--- src/rtl/sext_pkg.sv ---
// sext_pkg: shared types and helpers for the sign-extension arbiter.
package sext_pkg;
  typedef enum logic {EMPTY, FULL} state_e;
  function automatic int lw(input int fw);
    return $clog2(fw + 1);
  endfunction
  function automatic int rr_inc(input int p, input int n);
    return (p + 1) % n;
  endfunction
endpackage

--- src/rtl/sext_var.sv ---
// sext_var: combinational variable-width sign extension of an LSB-aligned field.
module sext_var import sext_pkg::*; #(
  parameter int FROM_WIDTH = 16,
  parameter int TO_WIDTH = 32,
  localparam int LW = lw(FROM_WIDTH),
  localparam int SW = $clog2(TO_WIDTH + 1)
) (
  input  logic [FROM_WIDTH-1:0] field,
  input  logic [LW-1:0]         len,
  output logic [TO_WIDTH-1:0]   ext
);
  logic [SW-1:0] l, sh;
  logic [TO_WIDTH-1:0] fz;
  // Left-justify the significant bits, then arithmetic-shift back to replicate the sign.
  always_comb begin
    l = (len == '0 || len > LW'(FROM_WIDTH)) ? SW'(FROM_WIDTH) : SW'(len);
    sh = SW'(TO_WIDTH) - l;
    fz = TO_WIDTH'(field);
    ext = $signed(fz << sh) >>> sh;
  end
endmodule

--- src/rtl/sext_arbiter.sv ---
// sext_arbiter: round-robin share of one sign-extension datapath among NUM_REQ
// requesters, with a single registered valid/ready output stage.
module sext_arbiter import sext_pkg::*; #(
  parameter int NUM_REQ = 4,
  parameter int FROM_WIDTH = 16,
  parameter int TO_WIDTH = 32,
  localparam int LW = lw(FROM_WIDTH),
  localparam int IW = $clog2(NUM_REQ)
) (
  input  logic                       clk,
  input  logic                       rst_n,
  input  logic [NUM_REQ-1:0]         req_valid,
  output logic [NUM_REQ-1:0]         req_ready,
  input  logic [NUM_REQ*FROM_WIDTH-1:0] req_data,
  input  logic [NUM_REQ*LW-1:0]      req_len,
  output logic                       out_valid,
  input  logic                       out_ready,
  output logic [TO_WIDTH-1:0]        out_data,
  output logic [IW-1:0]              out_id
);
  state_e state_q, state_d;
  logic [IW-1:0] rr_q, rr_d, id_q, id_d, win, idx;
  logic [TO_WIDTH-1:0] data_q, data_d, ext;
  logic [FROM_WIDTH-1:0] field;
  logic [LW-1:0] len;
  logic found, can_accept, xfer;
  // Scan downward in distance so the nearest candidate at or after rr_q wins.
  always_comb begin
    found = 1'b0;
    win = '0;
    idx = '0;
    for (int k = NUM_REQ - 1; k >= 0; k--) begin
      idx = IW'((int'(rr_q) + k) % NUM_REQ);
      if (req_valid[idx]) begin
        found = 1'b1;
        win = idx;
      end
    end
  end
  always_comb begin
    field = FROM_WIDTH'(req_data >> (FROM_WIDTH * int'(win)));
    len = LW'(req_len >> (LW * int'(win)));
    can_accept = state_q == EMPTY || out_ready;
    xfer = rst_n && can_accept && found;
    req_ready = xfer ? (NUM_REQ'(1) << win) : '0;
    state_d = xfer ? FULL : (out_ready ? EMPTY : state_q);
    rr_d = xfer ? IW'(rr_inc(int'(win), NUM_REQ)) : rr_q;
    data_d = xfer ? ext : data_q;
    id_d = xfer ? win : id_q;
  end
  sext_var #(.FROM_WIDTH(FROM_WIDTH), .TO_WIDTH(TO_WIDTH)) u_var (
    .field(field),
    .len(len),
    .ext(ext)
  );
  always_ff @(posedge clk or negedge rst_n) begin
    if (!rst_n) begin
      state_q <= EMPTY;
      rr_q <= '0;
      data_q <= '0;
      id_q <= '0;
    end else begin
      state_q <= state_d;
      rr_q <= rr_d;
      data_q <= data_d;
      id_q <= id_d;
    end
  end
  assign out_valid = state_q == FULL;
  assign out_data = data_q;
  assign out_id = id_q;
endmodule
--- config.mk ---
export PLATFORM = sky130hd
export DESIGN_NAME = sext_arbiter
export DESIGN_NICKNAME = d
export VERILOG_FILES = /design/src/rtl/sext_pkg.sv /design/src/rtl/sext_var.sv /design/src/rtl/sext_arbiter.sv
export SDC_FILE = /design/constraint.sdc
export NUM_CORES = 1
export LEC_CHECK = 0
export BUFFER_PORTS_ARGS = -buffer_cell sky130_fd_sc_hd__buf_2
export CAP_MARGIN = 30
export CELL_PAD_IN_SITES_DETAIL_PLACEMENT = 1
export CELL_PAD_IN_SITES_GLOBAL_PLACEMENT = 1
export CORE_ASPECT_RATIO = 1.5
export CORE_MARGIN = 5
export CORE_UTILIZATION = 41
export DETAILED_ROUTE_END_ITERATION = 12
export PLACE_DENSITY_LB_ADDON = 0.15
export SKIP_LAST_GASP = 1
export SYNTH_ARGS = -nofsm -noshare
export SYNTH_HDL_FRONTEND = slang
export SYNTH_SLANG_ARGS = --single-unit
--- constraint.sdc ---
create_clock -name clk -period 8 [get_ports clk]
set_input_delay 1.6 -clock clk [delete_from_list [all_inputs] [get_ports clk]]
set_output_delay 1.6 -clock clk [all_outputs]
set_load 0.03 [all_outputs]
* Word-level counts from Yosys, hierarchy flattened
Cells that the tools add are included. W data, S select, Z words.
Storage, ports and cells: flip-flop bits (word level) 37, latch bits 0, bits in writable memories 0, ROM bits 0, logic and storage cells 47, memories kept 0
Operators by class: $add $sub $neg 5, multiply operators 1, div/mod/pow operators 0, magnitude comparators 5, equal/unequal tests 0, shift-type cells 5, mux-type cells 20, bitwise logic cells 1, reduce and logical (&&, ||, !) cells 6
Operator list (number):
- $shr A64 B6 Y16 | 1
- $shl A16 B6 Y32 | 1
- $sshr A32 B6 Y32 | 1
- $shr A20 B5 Y5 | 1
- $lt A2 B3 Y1 const B | 4
- $mux W1 | 10
- $bmux W1 S2 | 4
- $mux W2 | 4
- $sub A6 B6 Y6 const A | 1
- $gt A5 B5 Y1 const B | 1
- $logic_not A5 Y1 | 1
- $mul A3 B2 Y5 const A | 1
- $mux W5 | 1
- $add A2 B1 Y2 const B | 2
- $add A2 B2 Y2 const B | 2
- $mux W4 | 1
- $shl A1 B2 Y4 const A | 1
- $logic_and A1 B1 Y1 | 2
- $logic_or A1 B1 Y1 | 2
- $reduce_bool A2 Y1 | 1
- $not A1 Y1 | 1

* Depth between registers and ports, before layout
Gate-level depths: netlist (run 1).
depth in word-level cells 15, depth in mapped cells 32, gate-level depth less buffers 24

* By module
From an unflattened synthesis (run 1), not the netlist that was laid out.
Second synthesis, totals: cells, all modules 698, area, all modules 5760.5 um2
Modules (own cells, without submodules):
- sext_var | times used 1, cells an instance 525, area each 3601.0 um2
- sext_arbiter | times used 1, cells an instance 173, area each 2159.6 um2

* Least setup slack after synthesis (run 1)
No wires, ideal clock.
path type input port to flip-flop, from input req_valid[0], to register data_q[13] (netlist: out_data[13]), setup time 87 ps, arrival time 7733 ps, required time 7913 ps, path slack 180 ps, stages on the path 28, buffers on the path 5, cells stage by stage and2_4 > and2_4 > nor3_4 > inv_2 > or3_1 > a2bb2oi_2 > nand2_1 > ha_1 > clkbuf_1 > a211oi_2 > or2_4 > inv_2 > buf_6 > clkbuf_1 > clkbuf_1 > ha_1 > clkbuf_1 > nand2_1 > a211oi_1 > a21oi_1 > a21oi_2 > or4b_2 > o32ai_2 > nor2_1 > a221oi_2 > nor2_1 > mux2_2 > a211oi_2
On the way: word-level cells in the longest chain between the ends 14
Ends and longest elaborated chain:
- from (decl) | line sext_arbiter.sv:12 | input logic [NUM_REQ-1:0] req_valid,
- $bmux W1 S2 | line sext_arbiter.sv:34 | if (req_valid[idx]) begin
- $mux W1 (not written as such) | line sext_arbiter.sv:34
- $mux W2 (4 in a row) | line sext_arbiter.sv:34
- $mul A3 B2 Y5 | line sext_arbiter.sv:42 | len = LW'(req_len >> (LW * int'(win)));
- $shr A20 B5 Y5 | line sext_arbiter.sv:42
- $gt A5 B5 Y1 / $logic_not A5 Y1 (equally long branches) | line sext_var.sv:16 | l = (len == '0 || len > LW'(FROM_WIDTH)) ? SW'(FROM_WIDTH) : SW'(len);
- $logic_or A1 B1 Y1 | line sext_var.sv:16
- $mux W5 | line sext_var.sv:16
- $sub A6 B6 Y6 | line sext_var.sv:17 | sh = SW'(TO_WIDTH) - l;
- $shl A16 B6 Y32 | line sext_var.sv:19 | ext = $signed(fz << sh) >>> sh;
- $sshr A32 B6 Y32 | line sext_var.sv:19
- to (signal assigned) | line sext_arbiter.sv:65 | data_q <= data_d;
- to (decl) | line sext_arbiter.sv:23 | logic [TO_WIDTH-1:0] data_q, data_d, ext;
Parallel ways exist; a longest one is shown, timed or not. The select of a mux whose other input is x is not followed. A chain may end at the register's enable or synchronous reset.

* Worst setup path in the final report (run 1)
from input req_valid[0], to register data_q[7] (netlist: out_data[7])
Same word-level chain as after synthesis.

==> metrics.txt, run 1 <==
Tightest Pin Transition 896 ps; Routability Congestion roughly 0.99; Setup-failing EPs final 0; CP Max Fanout 27; die width about 110 um; Synth area leader dfrtp_1; min-delay worst type reg2reg; hold endpoint out_data[24]; vias per cell ~6.8; CTS tree yes; initial core utilization 0.413; I/O Buffers about 130; commonest cells in the netlist mux2i_1, nand2_1, nor2_1; Synth Warn # 0; Clock Skew around 8.3 ps; Filler cells between 1.5k and 2k; Syn-to-layout area delta 17.4%; Syn Inst Count between 700 and 800; H-tree depth 2; setup repair after global routing missed its margin false; Synth area leaders dfrtp_1, mux2i_1, mux4_2; GRT Util Overall 0.317; EDFF count, synth 0; grt ovf 0; 1st-iter DRT viols ~400; Initial DRT Pass Iterations 5; Slowest-stage cell, CP nor3_2; final hold violation count 0; Max Cap Viol 0; Unique masters post-synth 84; FFs w/ async S/R, synth 1.00; Synth Net Count approximately 800; vias in the first global route 7187; Root Buffer clkbuf_16; Detail Placement HPWL ~22000 um; I/O pin cnt between 100 and 150; worst reg2reg path depth 25; Post-Syn Area ~5800 sq um; min-delay src out_data[24]; largest net degree at the start of global routing 49; drt drc 0; clock sink total 37; layout cells sized above 1 0.324; WL final 27000 um; share of the synthesized area in the top cell type 0.161; r2r endpoint out_data[7]; Worst-Skew Late Latency 290 ps; outcome finished clean; Post-CTS Setup Bufs 0; Die Y about 160 um; Routed WL per cell between 20 and 30 um; top cell family by delay on the critical path simple AND/OR/NAND/NOR gates; fin. max-slew vios 0; CTS Hold Bufs 0; CP Class in2reg; max frequency 129 MHz; Worst EP arrival 7900 ps; Slew Limit Headroom 0.401; post-CTS sizing 0; Cell Rows 53; total CTS buffers 5; fin crit period 7730 ps; Multi-input gate area between 4000 and 5000 sq um; CTS clock-pin slew for the worst setup and hold paths around 50 ps; DR vias 6733; clk buf depth 2; Worst setup EP type flop; Buf/Inv on CP 5; WP data required about 8000 ps; Mapped Avg Cell Area 8.15 sq um; Core ar. between 10000 and 15000 sq um; Detail Route Antenna Nets 0; Yosys reg bits 37; CP startpoint kind primary input; CP peak stage delay between 400 and 500 ps; sequential-to-total area share from yosys stat 0.161; initial antenna violation count 0; R2R Setup Slk between 1000 and 1500 ps; RR Startpoint rr_q[1]; Hold Crit Depth 1; final net count just over 900; Top FF cell, synth dfrtp_1; Final period util 0.966; Finished Core Util 0.485; number of antenna diodes 0; first-pass GRT wire length between 40000 and 50000 um; Die ar. between 15000 and 20000 sq um; Reg area between 900 and 1000 sq um
==> cells by family (layout without fill, tap and decap cells) <==
family,after synthesis,after routing,synth area share
muxes,109,109,0.231
and+or+nand+nor,221,221,0.185
xor gates and xnor gates,1,1,0.00152
AOI/OAI and AO/OA,264,264,0.349
buffers and inverters,68,181,0.0594
DFF,37,37,0.161
adders and majority gates,6,6,0.0131
==> layer usage <==
metal	GRT usage	wire length [um]	up-vias
li1	-	-	2988
met1	0.346	9990	3309
met2	0.565	13600	335
met3	0.0511	1640	101
met4	0.200	1770	0
met5	0	0	-
==> registers in the layout, indices dropped and copies added (netlist names) <==
| signal | flops |
|---|---|
| out_id | 2 |
| out_data | 32 |
| rr_q | 2 |
| out_valid | 1 |
==> how the worst max path moves through the flow <==
stage	start	to	slack [ps]	cells past startpoint
3_5_place_dp	req_valid[0]	out_data[5]	-130	24
6_report	req_valid[0]	out_data[7]	270	26
3_3_place_gp	req_valid[0]	out_data[5]	40	24
2_1_floorplan	req_valid[0]	out_data[13]	180	28
4_1_cts	req_valid[0]	out_data[5]	130	24
5_1_grt	req_valid[0]	out_data[7]	20	26
==> stage by stage <==
stage,area [sq um],instances,hold WS [ps],setup TNS [ps],setup WS (ps)
4_1_cts,6720,984,476,0,131
5_1_grt,6750,984,508,0,19.9
6_report,6750,984,471,0,272
3_5_place_dp,6540,976,462,-345,-135
3_3_place_gp,6540,976,455,0,43.6
2_1_floorplan,5750,706,526,0,180
==> cell type report <==
cell class	instances	area share
clock buffer	6	0.0206
clock inverter	2	0.00556
inverter	13	0.00723
multi-input combinational	601	0.669
sequential	37	0.137
tap	165	0.0306
timing repair buffer	160	0.130
==> cells in the final DEF (no fill, tap or decap), types with 10 or more instances in the layout <==
master    instances
mux2_2           29
a22oi_1          14
mux2i_1          62
a21oi_1          29
a31oi_1          10
o211ai_1         15
a21o_1           19
mux4_2           15
nand3_1          24
a211oi_1         25
buf_2           129
o22ai_1          10
dfrtp_1          37
o21ai_0          35
nand2_1          61
nor3_1           19
nor2_1           61
inv_1            10
o211a_1          10
buf_4            31
Power of run 1 is left out: the tool's default activity adds up to more than one toggle a clock period on the data nets, which glitch-free logic cannot reach.
==> run 2: changes to the inputs <==
--- a/config.mk
+++ b/config.mk
@@ -13,7 +13,7 @@
 export CORE_MARGIN = 5
 export CORE_UTILIZATION = 41
 export DETAILED_ROUTE_END_ITERATION = 12
-export PLACE_DENSITY_LB_ADDON = 0.15
+export PLACE_DENSITY_LB_ADDON = 0.12
 export SKIP_LAST_GASP = 1
 export SYNTH_ARGS = -nofsm -noshare
 export SYNTH_HDL_FRONTEND = slang
==> metrics.txt, run 2 (synthesized netlist as in run 1, its figures left out) <==
worst hold slack 474 ps (was 471 ps); Final period util 0.938 (was 0.966); Max Cap Viol 0 (unchanged); initial antenna violation count 0 (unchanged); WP data required 8160 ps (was 8170 ps); most frequent cells in the layout buf_2, nand2_1, mux2i_1 (was buf_2, mux2i_1, nor2_1, nand2_1, dfrtp_1); Setup-failing EPs final 0 (unchanged); Routability Congestion 1.03 (was 0.986); Cell Rows 53 (unchanged); max FFs per register 32 (unchanged); setup repair after global routing missed its margin false (unchanged); final net count 915 (unchanged); CTS Hold Bufs 0 (unchanged); I/O pin cnt 130 (unchanged); Tightest Pin Transition 970 ps (was 896 ps); final hold violation count 0 (unchanged); Routed WL per cell 26.6 um (was 27.5 um); largest net degree at the start of global routing 49 (unchanged); fin. max-slew vios 0 (unchanged); layout cells sized above 1 0.320 (was 0.324); Syn-to-layout area delta 16.6% (was 17.4%); Detail Placement HPWL 20700 um (was 21500 um); min-delay src out_data[22] (was out_data[24]); fin crit period 7510 ps (was 7730 ps); WL final 26100 um (was 27000 um); CTS tree yes (unchanged); Final Instance Count excl. Fillers 984 (unchanged); die width 107 um (unchanged); r2r endpoint out_data[2] (was out_data[7]); clock sink total 37 (unchanged); CP Max Fanout 14 (was 27); Hold Crit Depth 1 (unchanged); Die Y 155 um (unchanged); drt drc 0 (unchanged); I/O Buffers 129 (unchanged); CP Class in2reg (unchanged); grt ovf 0 (unchanged); clk buf depth 2 (unchanged); first-pass GRT wire length 40200 um (was 40900 um); RR Startpoint rr_q[1] (unchanged); Slowest-stage cell, CP a211oi_1 (was nor3_2); Setup TNS Final 0 ps (unchanged); max frequency 133 MHz (was 129 MHz); vias in the first global route 7050 (was 7187); DR vias 6653 (was 6733); Slew Limit Headroom 0.351 (was 0.401); 1st-iter DRT viols 417 (was 401); leading cell type in the layout, fill and taps excluded buf_2 (unchanged); Worst setup EP type flop (unchanged); Core ar. 13900 sq um (unchanged); Root Buffer clkbuf_16 (unchanged); Worst-Skew Late Latency 280 ps (was 290 ps); Die ar. 16500 sq um (unchanged); worst reg2reg path depth 25 (unchanged); R2R Setup Slk 1430 ps (was 1210 ps); min-delay worst type reg2reg (unchanged); vias per cell 6.76 (was 6.84); initial core utilization 0.413 (unchanged); Initial DRT Pass Iterations 7 (was 5); total CTS buffers 5 (unchanged); CP peak stage delay 630 ps (was 450 ps); H-tree depth 2 (unchanged); Detail Route Antenna Nets 0 (unchanged); GRT Util Overall 0.309 (was 0.317); Clock Skew 3.29 ps (was 8.34 ps); hold endpoint out_data[22] (was out_data[24]); placed instance count 976 (unchanged); CTS clock-pin slew for the worst setup and hold paths 60 ps (was 50 ps); outcome finished clean (unchanged); Filler cells 1761 (was 1725); CP startpoint kind primary input (unchanged); number of antenna diodes 0 (unchanged); Worst EP arrival 7670 ps (was 7900 ps)
## run 2: stage by stage
step,util,instance area (sq um),setup slack [ps]
2_1_floorplan,-,5750,180
3_3_place_gp,0.470,6540,314
3_5_place_dp,0.470,6540,88.9
4_1_cts,0.480,6680,358
5_1_grt,0.482,6710,87.4
6_report,0.482,6710,492
## run 2: worst max path at each step
stage | from | end | slack, ps
after floorplan | req_valid[0] | out_data[13] | 180
after global placement | req_valid[2] | out_data[3] | 310
after detailed placement | req_valid[0] | out_data[3] | 90
after CTS | req_valid[0] | out_data[3] | 360
after global routing | req_valid[2] | out_data[13] | 90
final | req_valid[0] | out_data[2] | 490
## run 2: what timing repair did
| item | CTS | global route |
|---|---|---|
| setup endpoints to repair | 0 | 7 |
| gates resized for setup | 0 | 4 |
| setup buffers | 0 | 0 |
## run 2: cell type report
class	count	area, sq um	area share
clock buffer	6	129	0.0192
clock inverter	2	10.0	0.00149
inverter	13	48.8	0.00728
multi-input combinational	601	4500	0.672
sequential	37	926	0.138
tap	165	206	0.0308
timing repair buffer	160	882	0.132
## run 2: routing by layer
layer	global-route usage	wire, um	vias up
met5	0	0	-
met2	0.545	13000	320
met3	0.0436	1570	86
met1	0.353	9870	3258
met4	0.179	1720	0
li1	-	-	2989
## run 2: worst max-delay path, delay by kind of cell
family	cells	cell delay, ps
simple gates	10	1810
buf+inv	4	590
compound gates	8	2470
mux	2	580
fa+ha+maj	2	620
Power of run 2 is left out for the same reason.
